**src/rtl/t00_gpio_event_encoder_pkg.sv**
```systemverilog
// ---------------------------------------------------------------------------
// t00_gpio_pkg
//   Shared constants, types and helpers for the GPIO event encoder.
//   NUM_GPIO      : number of monitored pins (pin k reports index k+1)
//   GPIO_IDX_W    : width of the reported index
//   GPIO_IDX_NONE : index value meaning "no event"
//   lowest_idx()  : 1-based position of the lowest set bit, 0 if none
//   lowest_bit()  : one-hot isolation of the lowest set bit
// ---------------------------------------------------------------------------
package t00_gpio_pkg;

   localparam int NUM_GPIO   = 34;
   localparam int GPIO_IDX_W = 6;
   localparam int WARM_CNT_W = 2;

   typedef logic [NUM_GPIO-1:0]   gpio_vec_t;
   typedef logic [GPIO_IDX_W-1:0] gpio_idx_t;

   localparam gpio_idx_t GPIO_IDX_NONE = '0;

   typedef enum logic {
      EMPTY = 1'b0,
      FULL  = 1'b1
   } gpio_enc_state_t;

   // Scan from the top down so the last hit is the lowest pin; the result
   // never exceeds NUM_GPIO.
   function automatic gpio_idx_t lowest_idx(input gpio_vec_t vec);
      gpio_idx_t idx;
      idx = GPIO_IDX_NONE;
      for (int i = NUM_GPIO - 1; i >= 0; i--) begin
         if (vec[i]) idx = gpio_idx_t'(i + 1);
      end
      return idx;
   endfunction

   // Two's-complement trick: vec & -vec keeps only the lowest set bit.
   function automatic gpio_vec_t lowest_bit(input gpio_vec_t vec);
      return vec & (~vec + gpio_vec_t'(1));
   endfunction

endpackage

```
**src/rtl/t00_gpio_event_encoder_if.sv**
```systemverilog
// ---------------------------------------------------------------------------
// t00_gpio_event_encoder_if
//   Valid/ready event channel from the encoder to the event/IRQ consumer.
//   idx_out   : 1-based pin index, 0 when no event is offered
//   idx_valid : idx_out holds an unconsumed event
//   idx_ready : consumer takes idx_out this cycle
//   master = encoder side, slave = consumer side.
// ---------------------------------------------------------------------------
interface t00_gpio_event_encoder_if;
   import t00_gpio_pkg::*;

   gpio_idx_t idx_out;
   logic      idx_valid;
   logic      idx_ready;

   modport master (
      output idx_out,
      output idx_valid,
      input  idx_ready
   );

   modport slave (
      input  idx_out,
      input  idx_valid,
      output idx_ready
   );

endinterface

```
**src/rtl/t00_gpio_event_encoder_edge_sync.sv**
```systemverilog
// ---------------------------------------------------------------------------
// t00_gpio_edge_sync
//   Three-flop synchronizer on every pin, post-reset warm-up counter and
//   qualified rising-edge vector.
//   clk, rst  : system clock, synchronous active-high reset
//   en        : 1 = report edges, 0 = drop them (chain keeps running)
//   gpio_in   : raw asynchronous pin levels
//   irq_mask  : per-pin edge enable
//   edge_vec  : one-cycle pulse per qualified rising edge
// ---------------------------------------------------------------------------
module t00_gpio_edge_sync
   import t00_gpio_pkg::*;
(
   input  logic      clk,
   input  logic      rst,
   input  logic      en,
   input  gpio_vec_t gpio_in,
   input  gpio_vec_t irq_mask,
   output gpio_vec_t edge_vec
);

   gpio_vec_t             s1, s2, s3;
   logic [WARM_CNT_W-1:0] warm_cnt;
   logic                  armed;

   localparam logic [WARM_CNT_W-1:0] WARM_MAX = '1;

   // s1/s2 form the metastability guard; s3 is the previous s2 for edges.
   always_ff @(posedge clk) begin
      if (rst) begin
         s1       <= '0;
         s2       <= '0;
         s3       <= '0;
         warm_cnt <= '0;
      end else begin
         s1 <= gpio_in;
         s2 <= s1;
         s3 <= s2;
         if (warm_cnt != WARM_MAX) warm_cnt <= warm_cnt + 1'b1;
      end
   end

   // The chain restarts from zero after reset, so a pin held high through
   // reset looks like a rise; staying unarmed until the chain has refilled
   // masks that false edge.
   assign armed    = (warm_cnt == WARM_MAX);
   assign edge_vec = s2 & ~s3 & {NUM_GPIO{armed & en}} & irq_mask;

endmodule

```
**src/rtl/t00_gpio_event_encoder.sv**
```systemverilog
// ---------------------------------------------------------------------------
// t00_gpio_event_encoder
//   Latches rising edges on NUM_GPIO pins as pending events and reports them
//   one per handshake as a 1-based pin index, lowest pin first.
//   clk, rst     : system clock, synchronous active-high reset
//   en           : 1 = capture new edges
//   gpio_in      : raw asynchronous pin levels
//   irq_mask     : 1 = pin's rising edge is captured
//   clr_overflow : single-cycle pulse clearing overflow
//   evt          : valid/ready index channel (master side)
//   pending      : latched events not yet loaded into idx_out
//   overflow     : sticky, an edge hit a pin that was still pending
// ---------------------------------------------------------------------------
module t00_gpio_event_encoder
   import t00_gpio_pkg::*;
(
   input  logic                             clk,
   input  logic                             rst,
   input  logic                             en,
   input  gpio_vec_t                        gpio_in,
   input  gpio_vec_t                        irq_mask,
   input  logic                             clr_overflow,
   t00_gpio_event_encoder_if.master         evt,
   output gpio_vec_t                        pending,
   output logic                             overflow
);

   gpio_vec_t       edge_vec;
   gpio_vec_t       pending_q, pending_d;
   gpio_vec_t       pop_bit;
   gpio_enc_state_t state_q, state_d;
   gpio_idx_t       idx_q, idx_d;
   logic            ovf_q, ovf_d, ovf_set;

   t00_gpio_edge_sync u_edge_sync (
      .clk      (clk),
      .rst      (rst),
      .en       (en),
      .gpio_in  (gpio_in),
      .irq_mask (irq_mask),
      .edge_vec (edge_vec)
   );

   // Handshake FSM. An index is loaded (and its pending bit popped) whenever
   // the output slot is empty or being consumed this cycle, which gives one
   // event per cycle when the consumer keeps ready high.
   always_comb begin
      state_d = state_q;
      idx_d   = idx_q;
      pop_bit = '0;
      case (state_q)
         EMPTY: begin
            if (|pending_q) begin
               state_d = FULL;
               idx_d   = lowest_idx(pending_q);
               pop_bit = lowest_bit(pending_q);
            end
         end
         FULL: begin
            if (evt.idx_ready) begin
               if (|pending_q) begin
                  idx_d   = lowest_idx(pending_q);
                  pop_bit = lowest_bit(pending_q);
               end else begin
                  state_d = EMPTY;
                  idx_d   = GPIO_IDX_NONE;
               end
            end
         end
      endcase
   end

   // OR-ing the edge after the pop lets a fresh edge survive a same-cycle
   // pop of that pin. An edge on a pin that stays pending is lost -> overflow.
   always_comb begin
      pending_d = (pending_q & ~pop_bit) | edge_vec;
      ovf_set   = |(edge_vec & pending_q & ~pop_bit);
      ovf_d     = ovf_set | (ovf_q & ~clr_overflow);
   end

   always_ff @(posedge clk) begin
      if (rst) begin
         state_q   <= EMPTY;
         idx_q     <= GPIO_IDX_NONE;
         pending_q <= '0;
         ovf_q     <= 1'b0;
      end else begin
         state_q   <= state_d;
         idx_q     <= idx_d;
         pending_q <= pending_d;
         ovf_q     <= ovf_d;
      end
   end

   assign evt.idx_out   = idx_q;
   assign evt.idx_valid = (state_q == FULL);
   assign pending       = pending_q;
   assign overflow      = ovf_q;

endmodule

```
**src/flat_wrapper.sv**
```systemverilog
// flat-port wrapper written by rule: the top's interface ports become plain ports
module t00_gpio_event_encoder_flat import t00_gpio_pkg::*;
  (clk, rst, en, gpio_in, irq_mask, clr_overflow, pending, overflow, evt_idx_out, evt_idx_valid, evt_idx_ready);
  t00_gpio_event_encoder_if evt_i ();
  input  logic clk;
  input  logic rst;
  input  logic en;
  input  gpio_vec_t gpio_in;
  input  gpio_vec_t irq_mask;
  input  logic clr_overflow;
  output gpio_vec_t pending;
  output logic overflow;
  output wire logic [$bits(evt_i.idx_out)-1:0] evt_idx_out;
  output wire logic [$bits(evt_i.idx_valid)-1:0] evt_idx_valid;
  input wire logic [$bits(evt_i.idx_ready)-1:0] evt_idx_ready;
  assign evt_idx_out = evt_i.idx_out;
  assign evt_idx_valid = evt_i.idx_valid;
  assign evt_i.idx_ready = evt_idx_ready;
  t00_gpio_event_encoder u_core (.clk(clk), .rst(rst), .en(en), .gpio_in(gpio_in), .irq_mask(irq_mask), .clr_overflow(clr_overflow), .evt(evt_i), .pending(pending), .overflow(overflow));
endmodule
```
**config.mk**
```make
export PLATFORM = sky130hd
export DESIGN_NAME = t00_gpio_event_encoder_flat
export DESIGN_NICKNAME = d
export VERILOG_FILES = /design/src/rtl/t00_gpio_event_encoder_pkg.sv /design/src/rtl/t00_gpio_event_encoder_if.sv /design/src/rtl/t00_gpio_event_encoder_edge_sync.sv /design/src/rtl/t00_gpio_event_encoder.sv /design/src/flat_wrapper.sv
export SDC_FILE = /design/constraint.sdc
export NUM_CORES = 1
export LEC_CHECK = 0
export ABC_AREA = 1
export BUFFER_PORTS_ARGS = -buffer_cell sky130_fd_sc_hd__buf_2
export CELL_PAD_IN_SITES_DETAIL_PLACEMENT = 1
export CELL_PAD_IN_SITES_GLOBAL_PLACEMENT = 1
export CORE_AREA = 2 2 127 129
export CTS_CLUSTER_DIAMETER = 60
export DETAILED_ROUTE_END_ITERATION = 10
export DIE_AREA = 0 0 129 131
export PLACE_DENSITY_LB_ADDON = 0.08
export REMOVE_ABC_BUFFERS = 1
export SKIP_CTS_REPAIR_TIMING = 1
export SYNTH_ARGS = -nofsm -noshare
export SYNTH_HDL_FRONTEND = slang
export SYNTH_HIERARCHICAL = 1
export SYNTH_SLANG_ARGS = --single-unit
```
**constraint.sdc**
```tcl
create_clock -name clk -period 3 [get_ports clk]
set_input_delay 0.45 -clock clk [delete_from_list [all_inputs] [get_ports clk]]
set_output_delay 0.45 -clock clk [all_outputs]
set_load 0.005 [all_outputs]
```
==> summary.md <==
| Metric | Value |
|---|---|
| Remaining Overflow, GRT | `0` |
| Area contributors post-synth | `dfxtp_1 49%, inv_1 14%, nor2_1 14%` |
| Drt wl/cell | `13.0 um` |
| Layout filler cell count | `2016` |
| Syn Std Cell Area | `5930 um^2` |
| Top cell type's share of synthesized area | `49.3%` |
| Clock tree sinks | `146` |
| Slew Viols, Final | `0` |
| Critical Path Start Type | `flop` |
| Post-route DRC | `0` |
| Vias in the first global route | `5437` |
| Commonest cells after routing, fill and taps aside | `225 x inv_1, 217 x nor2_1, 141 x dfxtp_1, 113 x buf_2, 79 x nand2_1` |
| # rows | `46` |
| Via count | `5281` |
| Final setup vio count | `0` |
| Layout Cells excl Fill | `1196` |
| Die H | `131 um` |
| Worst-path clk slew | `0.06 ns` |
| Area of the multi-input gates | `2010 um^2` |
| Post-synthesis cell type count | `33` |
| Post-synth EDFFs | `0` |
| Clk_lat worst skew | `0.42 ns` |
| Slowest CP cell | `dfxtp_2` |
| Tmin final | `2.73 ns` |
| # diodes | `0` |
| CTS tree | `built` |
| Port bufs | `114` |
| Fin crit share | `91.0%` |
| Arr. time, crit path | `3.10 ns` |
| CTS root buffer | `clkbuf_16` |
| Largest net degree at the start of global routing | `70` |
| Slowest stage delay, CP | `0.36 ns` |
| Detailed-router iteration count before antenna repair | `4` |
| First-iteration detailed-routing DRC count | `160` |
| Max-cap viol count | `0` |
| Initial antenna violation count | `0` |
| Critical path peak fanout | `6` |
| Post-synth top area cell | `dfxtp_1` |
| # placed instances | `1159` |
| Die ar. | `16900 um^2` |
| Sum of negative setup slack | `0 ns` |
| Leak | `3.66 nW` |
| Syn. warnings | `6` |
| Async SR Flop Fraction | `0%` |
| Worst slew margin | `48.4%` |
| Worst EP required | `3.36 ns` |
| Initial Util | `38.0%` |
| Commonest non-fill, non-tap cell in the layout | `inv_1` |
| Worst path cell trace | `nor2_2 -> nand2_2 -> nor2_2 -> inv_2 -> nor3_4 -> nand3_2 -> nor2_2 -> nand3_2 -> nand2_4 -> nor2_4 -> nand2_4 -> nor2_4 -> inv_2 -> nor2_4 -> inv_2 -> nand2_1 -> o2111ai_1 -> nor3_2 -> nand3_1 -> nor3_1 -> o21ai_1 -> nand2_1 -> inv_1` |
| Peak VDD IR | `0.360 mV` |
| Post-synthesis cell count | `842` |
| Worst Skew | `0.0107 ns` |
| Layout cells sized above 1 | `19.1%` |
| Sequential element share of the synthesized area | `49.3%` |
| Post-synthesis register bit count | `146` |
| PD cells | `622 nW/um^2` |
| # H-tree levels | `4` |
| Num CTS Buffers | `17` |
| Final Hold Viols | `0` |
| DPL Wire Length | `11700 um` |
| Post-route ant nets | `0` |
| Highest clock rate | `0.366 GHz` |
| Io pins | `115` |
| Outcome | `complete, no violations` |
| Actual slew at the worst max-slew pin | `0.774 ns` |
| Total core area | `15600 um^2` |
| P&R area growth vs syn | `24.4%` |
| Reg area | `2930 um^2` |
| CP Capture Type | `flop` |
| GRT Total Usage | `19.1%` |
| Vias per cell | `4.42` |
| First-pass GRT wire length | `25200 um` |
| Detailed-route wire length | `15600 um` |
| Mapped Avg Cell Area | `7.04 um^2` |
| Clock buffer depth | `2` |
| Post-synth top flop | `dfxtp_1` |
| Final nets | `1041` |
| Tightest Hold Check Type | `input pin to flop` |
| Routability cong. | `0.879` |
| Critical path class | `flop to flop` |
| RSZ-0062 raised after global routing | `false` |
| Die width | `129 um` |
-- routing by layer --
layer / global-route usage, % / routed length, um / vias to the layer above
li1: - / - / 2717
met5: 0 / 0 / -
met2: 34.0 / 7840 / 81
met4: 7.67 / 297 / 0
met1: 21.9 / 6770 / 2463
met3: 5.09 / 647 / 20
-- sequential cells by signal, summed over array words and instances, names as in the netlist --
| name | cells |
|---|---|
| u_core/u_edge_sync/warm_cnt | 2 |
| u_core/pending | 34 |
| u_core/u_edge_sync/s1 | 34 |
| u_core/u_edge_sync/s3 | 34 |
| u_core/evt.idx_valid | 1 |
| u_core/u_edge_sync/s2 | 34 |
| u_core/evt.idx_out | 6 |
| u_core/overflow | 1 |
-- logic make-up (layout without fill, tap and decap cells) --
kind of cell / count (synthesis) / count (layout) / synth area share, %
flip-flops: 146 / 146 / 49.3
AO/OA/AOI/OAI: 68 / 68 / 6.42
buffers and inverters: 249 / 387 / 17.3
adder cells (fa/ha/maj): 1 / 1 / 0.211
AND/OR/NAND/NOR: 378 / 378 / 26.8
-- where the power goes --
part | switching (W) | total [W] | internal [W] | leakage, nW
combinational | 0.000198 | 0.000322 | 0.000124 | 2.16
clock | 0.000789 | 0.00223 | 0.00144 | 0.310
sequential | 0.0000269 | 0.00203 | 0.00201 | 1.20
-- per-stage QoR --
step / util, % / total power [W] / instance area [um^2] / hold WS [ns] / worst slack (ns)
4_1_cts: 46.8 / 0.00463 / 7300 / 0.215 / 0.0690
5_1_grt: 47.3 / 0.00479 / 7380 / 0.225 / 0.00559
6_report: 47.3 / 0.00459 / 7380 / 0.228 / 0.269
3_5_place_dp: 42.7 / 0.00238 / 6670 / 0.397 / 0.106
3_3_place_gp: 42.7 / 0.00236 / 6670 / 0.389 / 0.124
2_1_floorplan: - / 0.00222 / 5770 / 0.388 / 0.706
-- critical path: cells and delay by family, from the launching register on --
kind | cells | cell delay [ns]
flip-flops | 1 | 0.36
buffers and inverters | 4 | 0.28
AND/OR/NAND/NOR | 17 | 1.70
AO/OA/AOI/OAI | 2 | 0.36
-- final timing paths --
check	from	cells after the start	slack [ns]	end
max	u_core/pending[1]	23	0.27	u_core/overflow
min	gpio_in[0]	3	0.23	u_core/u_edge_sync/s1[0]
max reg2reg	u_core/pending[1]	23	0.27	u_core/overflow
min reg2reg	u_core/u_edge_sync/s1[22]	2	0.40	u_core/u_edge_sync/s2[22]
-- synthesized netlist by cell type, types with 2 or more instances --
cell         n
nand2_4      2
o22ai_1      3
buf_2        3
a21oi_1     33
inv_2        4
nor2_1     219
o2111ai_1    3
dfxtp_1    146
nor3_1       8
nand4_1      6
a31oi_1      2
o21ai_0     18
o31ai_1      3
nand2_2      3
nor3_2       2
buf_6        7
nor2_4       3
inv_1      226
o21ai_1      2
clkbuf_8     3
nand2_1     79
nor2_2       3
nand3_2      2
clkbuf_1     4
nand3_1     49
a221oi_1     2
-- layout make-up --
type / instances / share of cell area, %
clock buffer: 25 / 6.99
tap: 216 / 3.66
multi-input combinational: 447 / 27.2
timing repair buffer: 125 / 9.06
inverter: 230 / 11.8
clock inverter: 7 / 1.63
sequential: 146 / 39.7
No activity file was read; power rests on OpenSTA's default activity.
